===== config.mk =====
export PLATFORM = sky130hd
export DESIGN_NAME = alu_check_ctrl
export DESIGN_NICKNAME = d
export VERILOG_FILES = /design/src/rtl/alu_check_ctrl.sv
export SDC_FILE = /design/constraint.sdc
export NUM_CORES = 1
export LEC_CHECK = 0
export BUFFER_PORTS_ARGS = -buffer_cell sky130_fd_sc_hd__buf_2
export CORE_ASPECT_RATIO = 1.1
export CORE_MARGIN = 4
export CORE_UTILIZATION = 50
export CTS_BUF_LIST = sky130_fd_sc_hd__clkbuf_8
export DETAILED_ROUTE_END_ITERATION = 10
export PLACE_DENSITY = 0.79
export SKIP_LAST_GASP = 1
export SLEW_MARGIN = 10
export SYNTH_ARGS = -nofsm -noshare
export SYNTH_HDL_FRONTEND = slang
export SYNTH_SLANG_ARGS = --single-unit

===== constraint.sdc =====
create_clock -name clk -period 3.68 [get_ports clk]
set_input_delay 0.184 -clock clk [delete_from_list [all_inputs] [get_ports clk]]
set_output_delay 0.184 -clock clk [all_outputs]
set_load 0.05 [all_outputs]

===== src/rtl/alu_check_ctrl.sv =====
// Operand-entry and result-check controller: builds A/B/E from CHUNK-bit switch loads, captures ALU result/flags, compares against E.
// Latency: load/capture edge in cycle n visible in n+1; auto sequence done two cycles after the final E chunk load edge.
// Backpressure: none; strobes are level inputs edge-detected internally, loads during EXEC are dropped.
module alu_check_ctrl #(
    parameter int WIDTH = 32,
    parameter int CHUNK = 8,
    localparam int NCHUNK = WIDTH / CHUNK,
    localparam int CW = (NCHUNK > 1) ? $clog2(NCHUNK) : 1
) (
    input  logic             clk,
    input  logic             rst,
    input  logic [CHUNK-1:0] src,
    input  logic             load,
    input  logic             capture,
    input  logic             mode,
    input  logic [CW+1:0]    sel,
    input  logic [1:0]       disp_sel,
    input  logic [WIDTH-1:0] alu_result,
    input  logic [3:0]       alu_flags,
    output logic [WIDTH-1:0] a_out,
    output logic [WIDTH-1:0] b_out,
    output logic [WIDTH-1:0] exp_out,
    output logic [WIDTH-1:0] result_q,
    output logic [3:0]       flags_q,
    output logic             match,
    output logic             done,
    output logic             busy,
    output logic [CW+1:0]    ptr,
    output logic [WIDTH-1:0] disp_word
);

    typedef enum logic [1:0] {IDLE, LOAD, EXEC, DONE} state_t;

    localparam logic [1:0]    TGT_A    = 2'd0;
    localparam logic [1:0]    TGT_B    = 2'd1;
    localparam logic [1:0]    TGT_E    = 2'd2;
    localparam logic [CW-1:0] LAST_IDX = CW'(NCHUNK - 1);

    state_t        state_q, state_d;
    logic [CW+1:0] ptr_d;
    logic          load_prev, cap_prev, mode_prev;
    logic          load_edge, cap_edge;
    logic          wr_en, cap_en;
    logic [1:0]    wr_tgt;
    logic [CW-1:0] wr_idx;

    assign load_edge = load & ~load_prev;
    assign cap_edge  = capture & ~cap_prev;
    assign busy      = (state_q == LOAD) || (state_q == EXEC);
    assign done      = (state_q == DONE);

    always_ff @(posedge clk) begin
        if (rst) begin
            state_q <= IDLE;
            ptr     <= '0;
        end else begin
            state_q <= state_d;
            ptr     <= ptr_d;
        end
    end

    always_comb begin
        state_d = state_q;
        ptr_d   = ptr;
        wr_en   = 1'b0;
        cap_en  = 1'b0;
        wr_tgt  = sel[CW+1:CW];
        wr_idx  = sel[CW-1:0];
        if (mode != mode_prev) begin
            state_d = IDLE;
            ptr_d   = '0;
        end else if (!mode) begin
            state_d = IDLE;
            wr_en   = load_edge;
            cap_en  = cap_edge;
        end else begin
            case (state_q)
                EXEC: begin
                    cap_en  = 1'b1;
                    state_d = DONE;
                end
                default: begin
                    // A load out of DONE restarts the entry at A/0 regardless of ptr
                    wr_tgt = (state_q == DONE) ? TGT_A : ptr[CW+1:CW];
                    wr_idx = (state_q == DONE) ? '0 : ptr[CW-1:0];
                    if (load_edge) begin
                        wr_en   = 1'b1;
                        state_d = LOAD;
                        if (wr_idx != LAST_IDX) begin
                            ptr_d = {wr_tgt, wr_idx + 1'b1};
                        end else if (wr_tgt != TGT_E) begin
                            ptr_d = {wr_tgt + 2'd1, {CW{1'b0}}};
                        end else begin
                            ptr_d   = '0;
                            state_d = EXEC;
                        end
                    end
                end
            endcase
        end
    end

    // Strobe history keeps sampling through reset so a held strobe gives no edge on release
    always_ff @(posedge clk) begin
        load_prev <= load;
        cap_prev  <= capture;
        mode_prev <= mode;
        if (rst) begin
            a_out    <= '0;
            b_out    <= '0;
            exp_out  <= '0;
            result_q <= '0;
            flags_q  <= '0;
            match    <= 1'b0;
        end else begin
            if (cap_en) begin
                result_q <= alu_result;
                flags_q  <= alu_flags;
                match    <= (alu_result == exp_out);
            end
            if (wr_en && (int'(wr_idx) < NCHUNK)) begin
                case (wr_tgt)
                    TGT_A:   a_out[int'(wr_idx)*CHUNK +: CHUNK]   <= src;
                    TGT_B:   b_out[int'(wr_idx)*CHUNK +: CHUNK]   <= src;
                    TGT_E:   exp_out[int'(wr_idx)*CHUNK +: CHUNK] <= src;
                    default: ;
                endcase
            end
        end
    end

    always_comb begin
        disp_word = a_out;
        case (disp_sel)
            2'd1:    disp_word = b_out;
            2'd2:    disp_word = result_q;
            2'd3:    disp_word = exp_out;
            default: disp_word = a_out;
        endcase
    end

endmodule

Word-level counts from Yosys, hierarchy flattened
Cells that the tools add are included.
{ "word_totals": {"word_cells": 68, "in_bits": 55, "output_inout_bits": 171, "register_bits": 142} }
{ "classes": {"n_mux": 25, "n_bitwise": 6, "n_reduce_logical": 9, "n_shift": 2, "n_eq_ne": 12, "add_sub_neg": 3} }
{ "ops": {"columns": ["cell", "n"], "rows": [
  ["$bwmux W32", 3],
  ["$pmux W32 S3", 1],
  ["$neg A5 Y33", 1],
  ["$shift A8 B33 Y32 const A", 1],
  ["$shiftx A8 B33 Y32", 1],
  ["$eq A32 B32 Y1", 1],
  ["$mux W2", 12],
  ["$eq A2 B2 Y1 const B", 5],
  ["$mux W4", 2],
  ["$mux W1", 7],
  ["$eq A2 B1 Y1 const B", 3],
  ["$reduce_and A2 Y1", 3],
  ["$add A2 B1 Y2 const B", 2],
  ["$ne A2 B2 Y1 const B", 2],
  ["$not A1 Y1", 4],
  ["$reduce_and A3 Y1", 1],
  ["$reduce_or A3 Y1", 1],
  ["$and A1 B1 Y1", 2],
  ["$logic_not A2 Y1", 1],
  ["$reduce_bool A2 Y1", 1],
  ["$reduce_or A2 Y1", 1],
  ["$logic_or A1 B1 Y1", 1],
  ["$ne A1 B1 Y1", 1]
]} }

Depth between registers and ports, before layout
Gate-level depths: netlist of run 1.
{ "logic_depth": {"depth_word": 8, "mapped_depth": 12, "ltp_nobuf": 10} }

Worst setup path before layout of run 1
Ideal clock, no wire load.
{ "synth_timing": {"path_kind": "register to register", "from": "reg state_q[1]", "to": "reg a_out[24]", "setup_time_ns": 0.072, "n_path_buf": 0, "synth_period_minus_slack_ns": 2.729, "setup_slack_ns": 0.951, "stages_incl_launch_ff": 9, "arrival_ns": 2.657, "required_ns": 3.608, "cell_sequence": "dfxtp_1 -> ha_1 -> nor2b_1 -> mux2i_4 -> ha_1 -> or4_1 -> nor2_1 -> nand2_1 -> mux2i_1"} }
{ "synth_via": {"elab_chain_cells": 8, "elab_cells_between_ends": 19, "cone_classes": "1 x add/sub; 2 x eq/ne; 2 x shift; 12 x mux; 2 x reduce/logical"} }
{ "synth_rtl": {"columns": ["element", "line", "rtl"], "rows": [
  ["start: declaration", "39", "state_t state_q, state_d;"],
  ["start signal: assignment", "57", "state_q <= state_d;"],
  ["$eq A2 B2 Y1 (*)", null, null],
  ["net done", "26", "output logic done,"],
  ["$mux W2", "85", "wr_idx = (state_q == DONE) ? '0 : ptr[CW-1:0];"],
  ["$mux W2", "77", "case (state_q)"],
  ["$mux W2", "72", "end else if (!mode) begin"],
  ["$mux W2", "69", "if (mode != mode_prev) begin"],
  ["$neg A5 Y33", "123", "TGT_A: a_out[int'(wr_idx)*CHUNK +: CHUNK] <= src;"],
  ["$shiftx A8 B33 Y32 / $shift A8 B33 Y32 (equally long branches)", "123", null],
  ["$bwmux W32", "123", null],
  ["end signal: indexed assignment", "123", null],
  ["end: declaration", "20", "output logic [WIDTH-1:0] a_out,"]
]} }
Mark *: on every way through the listed nets, which the timed path passes. The rest lies on a longest branch.
A chain may end at the register's enable or synchronous reset.

Worst setup path after layout of run 1
{ "layout_timing": {"from": "reg state_q[0]", "to": "reg a_out[10]"} }
{ "layout_via": {"elab_chain_cells": 8, "elab_cells_between_ends": 19, "cone_classes": "1 x add/sub; 2 x eq/ne; 2 x shift; 12 x mux; 2 x reduce/logical"} }
{ "layout_rtl": {"columns": ["element", "line"], "rows": [
  ["$eq A2 B2 Y1", "84, 85"],
  ["$mux W2", "85"],
  ["$mux W2", "77"],
  ["$mux W2", "72"],
  ["$mux W2", "69"],
  ["$neg A5 Y33", "123"],
  ["$shiftx A8 B33 Y32 / $shift A8 B33 Y32 (equally long branches)", "123"],
  ["$bwmux W32", "123"]
]} }
Several ways; a longest one is shown, not always the timed one.

==> results_dict.tcl, run 1 <==
set metrics [dict create \
    status "finished, final reports clean" \
    required_ps 4060 \
    hold_violations 0 \
    final_cells 1076 \
    dp_cells 1005 \
    antenna_found_initial 0 \
    grt_max_degree 132 \
    synth_ff_type "dfxtp_1" \
    max_freq_mhz 327 \
    grt_pass1_wl_mm 31.7 \
    cellPowerDensity_nw_per_um2 378 \
    overflow 0 \
    cts_buffers 17 \
    grt_pass1_vias 5945 \
    synth_cells 645 \
    setup_tns_ps 0 \
    syn_to_final_growth_pct 31.6 \
    min_path_cells 3 \
    slowest_stage "or4b_1" \
    crit_top_cell "ha_1" \
    worst_pin_slew_ps 1130 \
    ios 226 \
    path_delay_family "simple AND/OR/NAND/NOR gates" \
    rsz0062_at_grt "false" \
    vias_per_cell 5.49 \
    htree_levels 4 \
    path_class "reg2reg" \
    finalSetupViolCount 0 \
    power_leakage_nw 4.33 \
    yosys_warnings 0 \
    final_nets 965 \
    dieHeight_um 129 \
    min_period_over_period 0.831 \
    first_pass_iters 4 \
    ff2ff_setup_slack_ps 620 \
    crit_chain "inv_1, ha_1, nand3b_4, o21a_1, ha_1, or4b_1, nor2_1, nand2_1, mux2i_1" \
    core_um2 13200 \
    clkLatencyLatePin_ps 450 \
    cp.arrival_ps 3440 \
    place_congestion 0.821 \
    hp-start "src[3]" \
    root_buffer "clkbuf_8" \
    synth.distinct_cells 45 \
    reg2reg_from "state_q[0]$_SDFFE_PP0P_" \
    ant_nets 0 \
    drv_cap 0 \
    grt_usage 0.263 \
    wl_per_cell_um 18.9 \
    cts_resized 0 \
    die-area_um2 15300 \
    cts_tree "done" \
    cp-end-kind "register" \
    dp_hpwl_mm 14.3 \
    portBuffers 225 \
    drc 0 \
    r2r_end "a_out[10]$_SDFFE_PP0P_" \
    cp_num_buf_inv 1 \
    placementRows 44 \
    synth_edf_count 0 \
    holdBufCountCts 39 \
    vias 5910 \
    clkTransAtPathRegs_ps 80 \
    finalWorstSetupSlack_ps 620 \
    pre_cts_ws_ps 633 \
    syn_avg_cell_area_um2 10.4 \
    cts_setup_buffers 0 \
    drive_gt1_frac 0.345 \
    antenna_cells 0 \
    hold_path.class "in2reg" \
    drv_slew 0 \
    drt_iter0_drc 326 \
    async_flop_share 0 \
    min_period_ps 3060 \
    hold_end "a_out[19]$_SDFFE_PP0P_" \
    maxSlewHeadroom 0.245 \
    ff2ff_path_depth 9 \
    die_w_um 118 \
    finalWirelength_mm 20.3 \
    ys_seq_area_frac 0.424 \
    cp_max_fo 9 \
    crit_path_start_kind "register" \
    skew_ps 10.1 \
    clock_sinks 142 \
    syn_area_um2 6710 \
    synth_fp_nets 708 \
    initial_utilization 0.510 \
    ys_seq_elements 142 \
    fin_hold_ws_ps 96.7 \
    clockBufferDepth 2 \
    final_core_util 0.671 \
    vdd_drop_max_v 0.000266 \
    cpPeakStageDelay_ps 570 \
]
## power by group
group / internal, mW / total [mW] / switching [mW]
sequential: 1.55 / 1.56 / 0.00834
combinational: 0.125 / 0.312 / 0.187
clock: 0.874 / 1.47 / 0.591
## layout make-up
| type | count | area [um2] |
|---|---|---|
| clock buffer | 21 | 289 |
| inverter | 6 | 22.5 |
| tap | 161 | 201 |
| timing repair buffer | 269 | 1560 |
| multi-input combinational | 466 | 3730 |
| fill | 1033 | 4330 |
| clock inverter | 11 | 185 |
| sequential | 142 | 2840 |
## metrics by stage
step	power [mW]	cell area, um2
after floorplan	1.77	6710
after global placement	1.87	7960
after detailed placement	1.87	7960
after CTS	3.35	8830
after global routing	3.44	8830
final	3.33	8830
## per-layer routing
layer | GRT usage | vias to the layer above | share of wire
met1 | 0.320 | 2869 | 0.41
met5 | 0 | - | 0
li1 | - | 2772 | -
met2 | 0.464 | 237 | 0.51
met4 | 0.0988 | 0 | 0.026
met3 | 0.0546 | 32 | 0.059
## worst reg2reg max path, cell delays in order, from the launching register on
cell and delay, ps:
dfxtp_1 330, inv_1 60, ha_1 250, nand3b_4 250, o21a_1 270, ha_1 340, or4b_1 570, nor2_1 530
nand2_1 210, mux2i_1 180
## cells in the mapped netlist, types with 2 or more instances
| master | n | area share |
|---|---|---|
| a211oi_1 | 2 | 0.0022 |
| a21oi_1 | 40 | 0.030 |
| a21oi_4 | 2 | 0.0048 |
| a32o_1 | 12 | 0.018 |
| a32oi_1 | 2 | 0.0026 |
| buf_2 | 4 | 0.0030 |
| clkbuf_1 | 26 | 0.015 |
| dfxtp_1 | 142 | 0.42 |
| ha_1 | 8 | 0.015 |
| inv_1 | 6 | 0.0034 |
| mux2i_1 | 86 | 0.13 |
| mux4_2 | 32 | 0.11 |
| nand2_1 | 107 | 0.060 |
| nand2_2 | 7 | 0.0065 |
| nand2_4 | 3 | 0.0050 |
| nand2b_1 | 86 | 0.080 |
| nand3_1 | 2 | 0.0015 |
| nand3b_1 | 3 | 0.0034 |
| nand4_1 | 7 | 0.0065 |
| nor2_1 | 8 | 0.0045 |
| nor2b_1 | 3 | 0.0028 |
| nor3_1 | 3 | 0.0022 |
| nor4_1 | 2 | 0.0019 |
| xnor2_1 | 27 | 0.035 |
| xor2_1 | 5 | 0.0065 |
## flip-flops by register name (all words and copies together), names as in the netlist, 2 cells and up
signal	cells
a_out	32
b_out	32
exp_out	32
flags_q	4
ptr	4
result_q	32
state_q	2
## layout by cell type, fill, tap and decap left out, types with 4 or more instances in the layout
cell type	count
buf_4	6
nand2_2	7
clkinv_2	4
nand2b_1	86
inv_1	6
bufinv_16	5
nor2_1	8
mux2i_1	86
a21oi_1	40
xnor2_1	27
buf_2	224
nand2_1	107
dfxtp_1	142
mux4_2	32
nand4_1	7
clkbuf_8	21
xor2_1	5
a32o_1	12
dlygate4sd3_1	39
ha_1	8
## how the worst max path moves through the flow
stage,end,slack (ps),cells after the start,startpoint
floorplan,a_out[24]$_SDFFE_PP0P_,950,8,state_q[1]$_SDFFE_PP0P_
global placement,a_out[22]$_SDFFE_PP0P_,740,9,state_q[0]$_SDFFE_PP0P_
detailed placement,a_out[18]$_SDFFE_PP0P_,630,9,state_q[0]$_SDFFE_PP0P_
CTS,a_out[18]$_SDFFE_PP0P_,610,9,state_q[0]$_SDFFE_PP0P_
global route,exp_out[21]$_SDFFE_PP0P_,420,9,state_q[0]$_SDFFE_PP0P_
finish,a_out[10]$_SDFFE_PP0P_,620,9,state_q[0]$_SDFFE_PP0P_
## kinds of logic after synthesis
kind of cell    share of synthesized area
buf+inv                            0.0220
mux                                 0.239
compound gates                     0.0673
flops                               0.424
simple gates                        0.191
xor+xnor                           0.0418
fa+ha+maj                          0.0149
Note: power is estimated with default switching activity, not from simulation.
==> run 2: changes to the inputs <==
--- a/config.mk
+++ b/config.mk
@@ -5,13 +5,14 @@
 export SDC_FILE = /design/constraint.sdc
 export NUM_CORES = 1
 export LEC_CHECK = 0
+export ABC_AREA = 1
 export BUFFER_PORTS_ARGS = -buffer_cell sky130_fd_sc_hd__buf_2
 export CORE_ASPECT_RATIO = 1.1
 export CORE_MARGIN = 4
-export CORE_UTILIZATION = 50
+export CORE_UTILIZATION = 47
 export CTS_BUF_LIST = sky130_fd_sc_hd__clkbuf_8
 export DETAILED_ROUTE_END_ITERATION = 10
-export PLACE_DENSITY = 0.79
+export PLACE_DENSITY = 0.78
 export SKIP_LAST_GASP = 1
 export SLEW_MARGIN = 10
 export SYNTH_ARGS = -nofsm -noshare
==> constraint.sdc (replaced) <==
create_clock -name clk -period 2.8 [get_ports clk]
set_input_delay 0.14 -clock clk [delete_from_list [all_inputs] [get_ports clk]]
set_output_delay 0.14 -clock clk [all_outputs]
set_load 0.05 [all_outputs]
==> results_dict.tcl, run 2 <==
set metrics [dict create \
    status "finished, final reports clean" \
    vdd_drop_max_v 0.000298 \
    dieHeight_um 134 \
    synth_edf_count 0 \
    antenna_cells 0 \
    grt_usage 0.282 \
    reg2reg_from "state_q[0]$_SDFFE_PP0P_" \
    portBuffers 225 \
    cp_max_fo 7 \
    max_freq_mhz 383 \
    ios 226 \
    overflow 0 \
    synth_top_area_share 0.417 \
    finalSetupViolCount 0 \
    final_nets 1316 \
    wl_per_cell_um 16.2 \
    cts_tree "done" \
    die-area_um2 16500 \
    yosys_warnings 0 \
    synth_top_cell_by_area "dfxtp_1" \
    clkTransAtPathRegs_ps 70 \
    die_w_um 123 \
    layout_commonest_cell "nand2_1" \
    r2r_end "exp_out[29]$_SDFFE_PP0P_" \
    drt_iter0_drc 687 \
    path_class "reg2reg" \
    slowest_stage "nor3_1" \
    min_path_cells 5 \
    hold_path.class "in2reg" \
    cpPeakStageDelay_ps 390 \
    rsz0062_at_grt "true" \
    drv_cap 0 \
    vias 7722 \
    finalWirelength_mm 23.5 \
    hold_end "exp_out[7]$_SDFFE_PP0P_" \
    place_congestion 0.943 \
    synth_fp_nets 1059 \
    skew_ps 6.39 \
    required_ps 3190 \
    synth_ff_type "dfxtp_1" \
    syn_to_final_growth_pct 30.1 \
    drc 0 \
    hp-start "src[7]" \
    swShare 0.298 \
    ys_seq_area_frac 0.417 \
    async_flop_share 0 \
    syn_area_um2 6820 \
    grt_pass1_vias 7175 \
    synthMostInstantiatedCell "nand2_1" \
    ff2ff_path_depth 11 \
    core_um2 14000 \
    clkLatencyLatePin_ps 450 \
    crit_chain "inv_1, ha_1, nor2_4, nand2_1, o21ai_1, ha_1, nor2_1, inv_1, nor3_1, o21ai_0, a21oi_1" \
    min_period_over_period 0.932 \
    path_delay_family "simple AND/OR/NAND/NOR gates" \
    initial_utilization 0.486 \
    placementRows 45 \
    cp-end-kind "register" \
    p_sw_mw 1.21 \
    fin_hold_ws_ps 75.0 \
    vias_per_cell 5.31 \
    drv_slew 0 \
    synth_area_leaders "dfxtp_1 42%, nand2_1 16%, nor2_1 8.2%" \
    ys_seq_elements 142 \
    combPwrFrac 0.152 \
    clockBufferDepth 2 \
    maxSlewHeadroom 0.578 \
    grt_max_degree 51 \
    power_mw 4.07 \
    first_pass_iters 5 \
    ant_nets 0 \
    antenna_found_initial 0 \
    grt_pass1_wl_mm 37.1 \
    syn_avg_cell_area_um2 6.85 \
    cp_num_buf_inv 2 \
    synth.distinct_cells 36 \
    power.internal_mw 2.86 \
    worst_pin_slew_ps 631 \
    hold_violations 0 \
    cp.arrival_ps 2990 \
    seqPwrFrac 0.509 \
    clock_sinks 142 \
    power_leakage_nw 4.26 \
    cts_setup_buffers 0 \
    crit_path_start_kind "register" \
    synth_cells 996 \
    cts_buffers 17 \
    min_period_ps 2610 \
    drive_gt1_frac 0.237 \
    p_clk_frac 0.339 \
    final_cell_mix "291 x nand2_1, 225 x buf_2, 146 x nor2_1" \
    netlist_top_cells_count "292 x nand2_1, 149 x nor2_1, 142 x dfxtp_1, 93 x a21oi_1, 80 x inv_1" \
    htree_levels 4 \
    dp_hpwl_mm 16.9 \
    ff2ff_setup_slack_ps 190 \
    root_buffer "clkbuf_8" \
    cellPowerDensity_nw_per_um2 459 \
]
## run 2: metrics by stage
step           instances  setup WS, ps  TNS (ps)  area [um2]  utilization
2_1_floorplan        996           228         0        6820            -
3_3_place_gp        1383           154         0        8150        0.582
3_5_place_dp        1383          86.1         0        8150        0.582
4_1_cts             1453          71.2         0        8860        0.632
5_1_grt             1453         -6.23     -7.46        8870        0.633
6_report            1453           191         0        8870        0.633
## run 2: power by group through the flow
stage / logic [mW] / clock network [mW] / registers [mW]
2_1_floorplan: 0.282 / 0 / 2.21
3_3_place_gp: 0.561 / 0 / 2.12
3_5_place_dp: 0.566 / 0 / 2.12
4_1_cts: 0.610 / 1.40 / 2.07
5_1_grt: 0.667 / 1.48 / 2.07
6_report: 0.619 / 1.38 / 2.07
## run 2: worst max path at each step
stage / cells past startpoint / to / from
final: 11 / exp_out[29]$_SDFFE_PP0P_ / state_q[0]$_SDFFE_PP0P_
after global routing: 10 / exp_out[5]$_SDFFE_PP0P_ / state_q[0]$_SDFFE_PP0P_
after CTS: 9 / b_out[1]$_SDFFE_PP0P_ / state_q[0]$_SDFFE_PP0P_
after detailed placement: 10 / a_out[25]$_SDFFE_PP0P_ / state_q[0]$_SDFFE_PP0P_
after global placement: 11 / exp_out[29]$_SDFFE_PP0P_ / state_q[0]$_SDFFE_PP0P_
after floorplan: 11 / exp_out[3]$_SDFFE_PP0P_ / state_q[1]$_SDFFE_PP0P_
## run 2: logic make-up (layout without fill, tap and decap cells)
group | Yosys count | count (layout) | synth area share
xor gates and xnor gates | 25 | 25 | 0.0321
DFF | 142 | 142 | 0.417
adders and majority gates | 8 | 8 | 0.0147
buffers and inverters | 127 | 396 | 0.0712
and+or+nand+nor | 498 | 498 | 0.307
AOI/OAI and AO/OA | 196 | 196 | 0.158
## run 2: per-layer routing
layer  vias to the layer above  track usage  wire [um]
met5                         -            0          0
met4                         0        0.114        785
met3                        60       0.0531       1720
met2                       330        0.459      11100
met1                      3613        0.365       9900
li1                       3719            -          -
## run 2: layout make-up
class                           instances  area, um2
Fill cell                            1283       5150
Multi-Input combinational cell        727       3520
Sequential cell                       142       2840
Timing Repair Buffer                  277       1630
Inverter                               88        332
Clock buffer                           19        262
Tap cell                              188        235
Clock inverter                         12       57.6
## run 2: tightest hold or removal path: stages
cell and delay (ps):
buf_2 120, inv_1 50, nor2_1 60, nand2_1 50
a21oi_1 50
## run 2: timing repair
action                     in CTS  in global routing
resized for setup               0                  4
hold buffers                   39                  0
setup endpoints to repair       0                 66
hold endpoints to repair       40                  0
==> run 3: changes to the inputs <==
--- a/config.mk
+++ b/config.mk
@@ -9,10 +9,11 @@
 export BUFFER_PORTS_ARGS = -buffer_cell sky130_fd_sc_hd__buf_2
 export CORE_ASPECT_RATIO = 1.1
 export CORE_MARGIN = 4
-export CORE_UTILIZATION = 47
+export CORE_UTILIZATION = 50
 export CTS_BUF_LIST = sky130_fd_sc_hd__clkbuf_8
 export DETAILED_ROUTE_END_ITERATION = 10
-export PLACE_DENSITY = 0.78
+export PLACE_DENSITY = 0.79
+export RECOVER_POWER = 100
 export SKIP_LAST_GASP = 1
 export SLEW_MARGIN = 10
 export SYNTH_ARGS = -nofsm -noshare
==> constraint.sdc (replaced) <==
create_clock -name clk -period 2.9 [get_ports clk]
set_input_delay 0.145 -clock clk [delete_from_list [all_inputs] [get_ports clk]]
set_output_delay 0.145 -clock clk [all_outputs]
set_load 0.05 [all_outputs]
==> results_dict.tcl, run 3 (same netlist as run 2, synthesis figures left out) <==
set metrics [dict create \
    die_w_um 119 \
    slowest_stage "nor2_1" \
    vias 7661 \
    rsz0062_at_grt "false" \
    drc 0 \
    clkTransAtPathRegs_ps 70 \
    skew_ps 8.14 \
    layout_commonest_cell "nand2_1" \
    htree_levels 4 \
    hold_path.class "in2reg" \
    power.internal_mw 2.76 \
    antenna_cells 0 \
    antenna_found_initial 0 \
    finalSetupViolCount 0 \
    path_class "in2out" \
    swShare 0.293 \
    grt_usage 0.295 \
    final_nets 1316 \
    cts_buffers 17 \
    core_um2 13300 \
    grt_pass1_vias 7065 \
    seqCellArea_um2 2840 \
    final_core_util 0.648 \
    die-area_um2 15600 \
    finalWirelength_mm 23.7 \
    drv_slew 0 \
    combPwrFrac 0.150 \
    p_sw_mw 1.14 \
    clockBufferDepth 2 \
    p_clk_frac 0.337 \
    vias_per_cell 5.31 \
    ios 226 \
    place_congestion 0.896 \
    max_freq_mhz 375 \
    crit_chain "buf_2, inv_1, nor2_1, clkbuf_2, nand2_1, o2111ai_1, clkbuf_1" \
    grt_pass1_wl_mm 36.7 \
    status "finished, final reports clean" \
    first_pass_iters 5 \
    cp.arrival_ps 2520 \
    cp_max_fo 17 \
    vdd_drop_max_v 0.000289 \
    overflow 0 \
    crit_path_start_kind "primary input" \
    dp_hpwl_mm 16.5 \
    root_buffer "clkbuf_8" \
    final_cell_mix "292 x nand2_1, 166 x clkbuf_1, 146 x nor2_1" \
    multi_input_area_um2 3490 \
    min_period_ps 2670 \
    dieHeight_um 130 \
    drt_iter0_drc 648 \
    power_leakage_nw 3.51 \
    drive_gt1_frac 0.0992 \
    required_ps 2760 \
    min_period_over_period 0.920 \
    placementRows 44 \
    cpPeakStageDelay_ps 910 \
    cellPowerDensity_nw_per_um2 454 \
    initial_utilization 0.514 \
    setup_tns_ps 0 \
    cp-end-kind "output pin" \
    ff2ff_setup_slack_ps 260 \
    ant_nets 0 \
    maxSlewHeadroom 0.182 \
    drv_cap 0 \
    grt_max_degree 43 \
    worst_pin_slew_ps 1220 \
    nFillCells 1285 \
    cts_setup_buffers 0 \
    cts_tree "done" \
    seqPwrFrac 0.513 \
    portBuffers 225 \
    clkLatencyLatePin_ps 450 \
    wl_per_cell_um 16.4 \
    clock_sinks 142 \
    syn_to_final_growth_pct 26.1 \
    hold_violations 0 \
]
-- run 3: changes by cell type in the layout (fill, tap and decap cells not counted), moves of 4 or more --
cell | before | now
buf_2 | 225 | 55
buf_4 | 12 | 7
clkbuf_1 | 0 | 166
clkbuf_2 | 0 | 9
clkinv_2 | 8 | 4
-- run 3: final cells by class --
cell class                      count  share of cell area
Inverter                           88              0.0386
Clock buffer                       20              0.0320
Timing Repair Buffer              277               0.164
Tap cell                          184              0.0268
Sequential cell                   142               0.331
Clock inverter                      6             0.00306
Multi-Input combinational cell    727               0.405
-- run 3: critical path: cells and delay by family --
family                 cells  cell delay (ps)
AND/OR/NAND/NOR            2             1010
buffers and inverters      4             1240
AO/OA/AOI/OAI              1              110
-- run 3: routing by layer --
metal | up-vias | share of wire | global-route usage
met3 | 61 | 0.077 | 0.0641
li1 | 3721 | - | -
met4 | 0 | 0.030 | 0.127
met5 | - | 0 | 0
met1 | 3514 | 0.42 | 0.374
met2 | 365 | 0.47 | 0.490
-- run 3: path summary, 6_finish.rpt --
path         cells past startpoint                    end                     from
min                              3  a_out[9]$_SDFFE_PP0P_                   src[1]
min reg2reg                      2     match$_SDFFE_PP0P_       match$_SDFFE_PP0P_
max                              7           disp_word[9]              disp_sel[1]
max reg2reg                     10  b_out[1]$_SDFFE_PP0P_  state_q[0]$_SDFFE_PP0P_
-- run 3: power groups by stage --
| stage | logic, mW | clock network [mW] | registers, mW |
|---|---|---|---|
| floorplan | 0.273 | 0 | 2.14 |
| global placement | 0.540 | 0 | 2.04 |
| detailed placement | 0.543 | 0 | 2.04 |
| CTS | 0.586 | 1.33 | 2.00 |
| global route | 0.624 | 1.42 | 2.00 |
| finish | 0.585 | 1.31 | 2.00 |
-- run 3: timing repair --
action / CTS / global route
setup endpoints to repair: 0 / 23
gates resized for setup: 0 / 3
hold buffers: 39 / 0
hold endpoints to repair: 41 / 0
-- run 3: stage by stage --
stage	cell area, um2	std cells	power, mW	hold WS, ps	worst slack [ps]
global route	8600	1444	4.04	84.8	9.35
floorplan	6820	996	2.41	173	328
global placement	8150	1379	2.58	261	279
CTS	8840	1444	3.91	57.3	138
finish	8600	1444	3.90	92.4	233
detailed placement	8150	1379	2.59	266	198
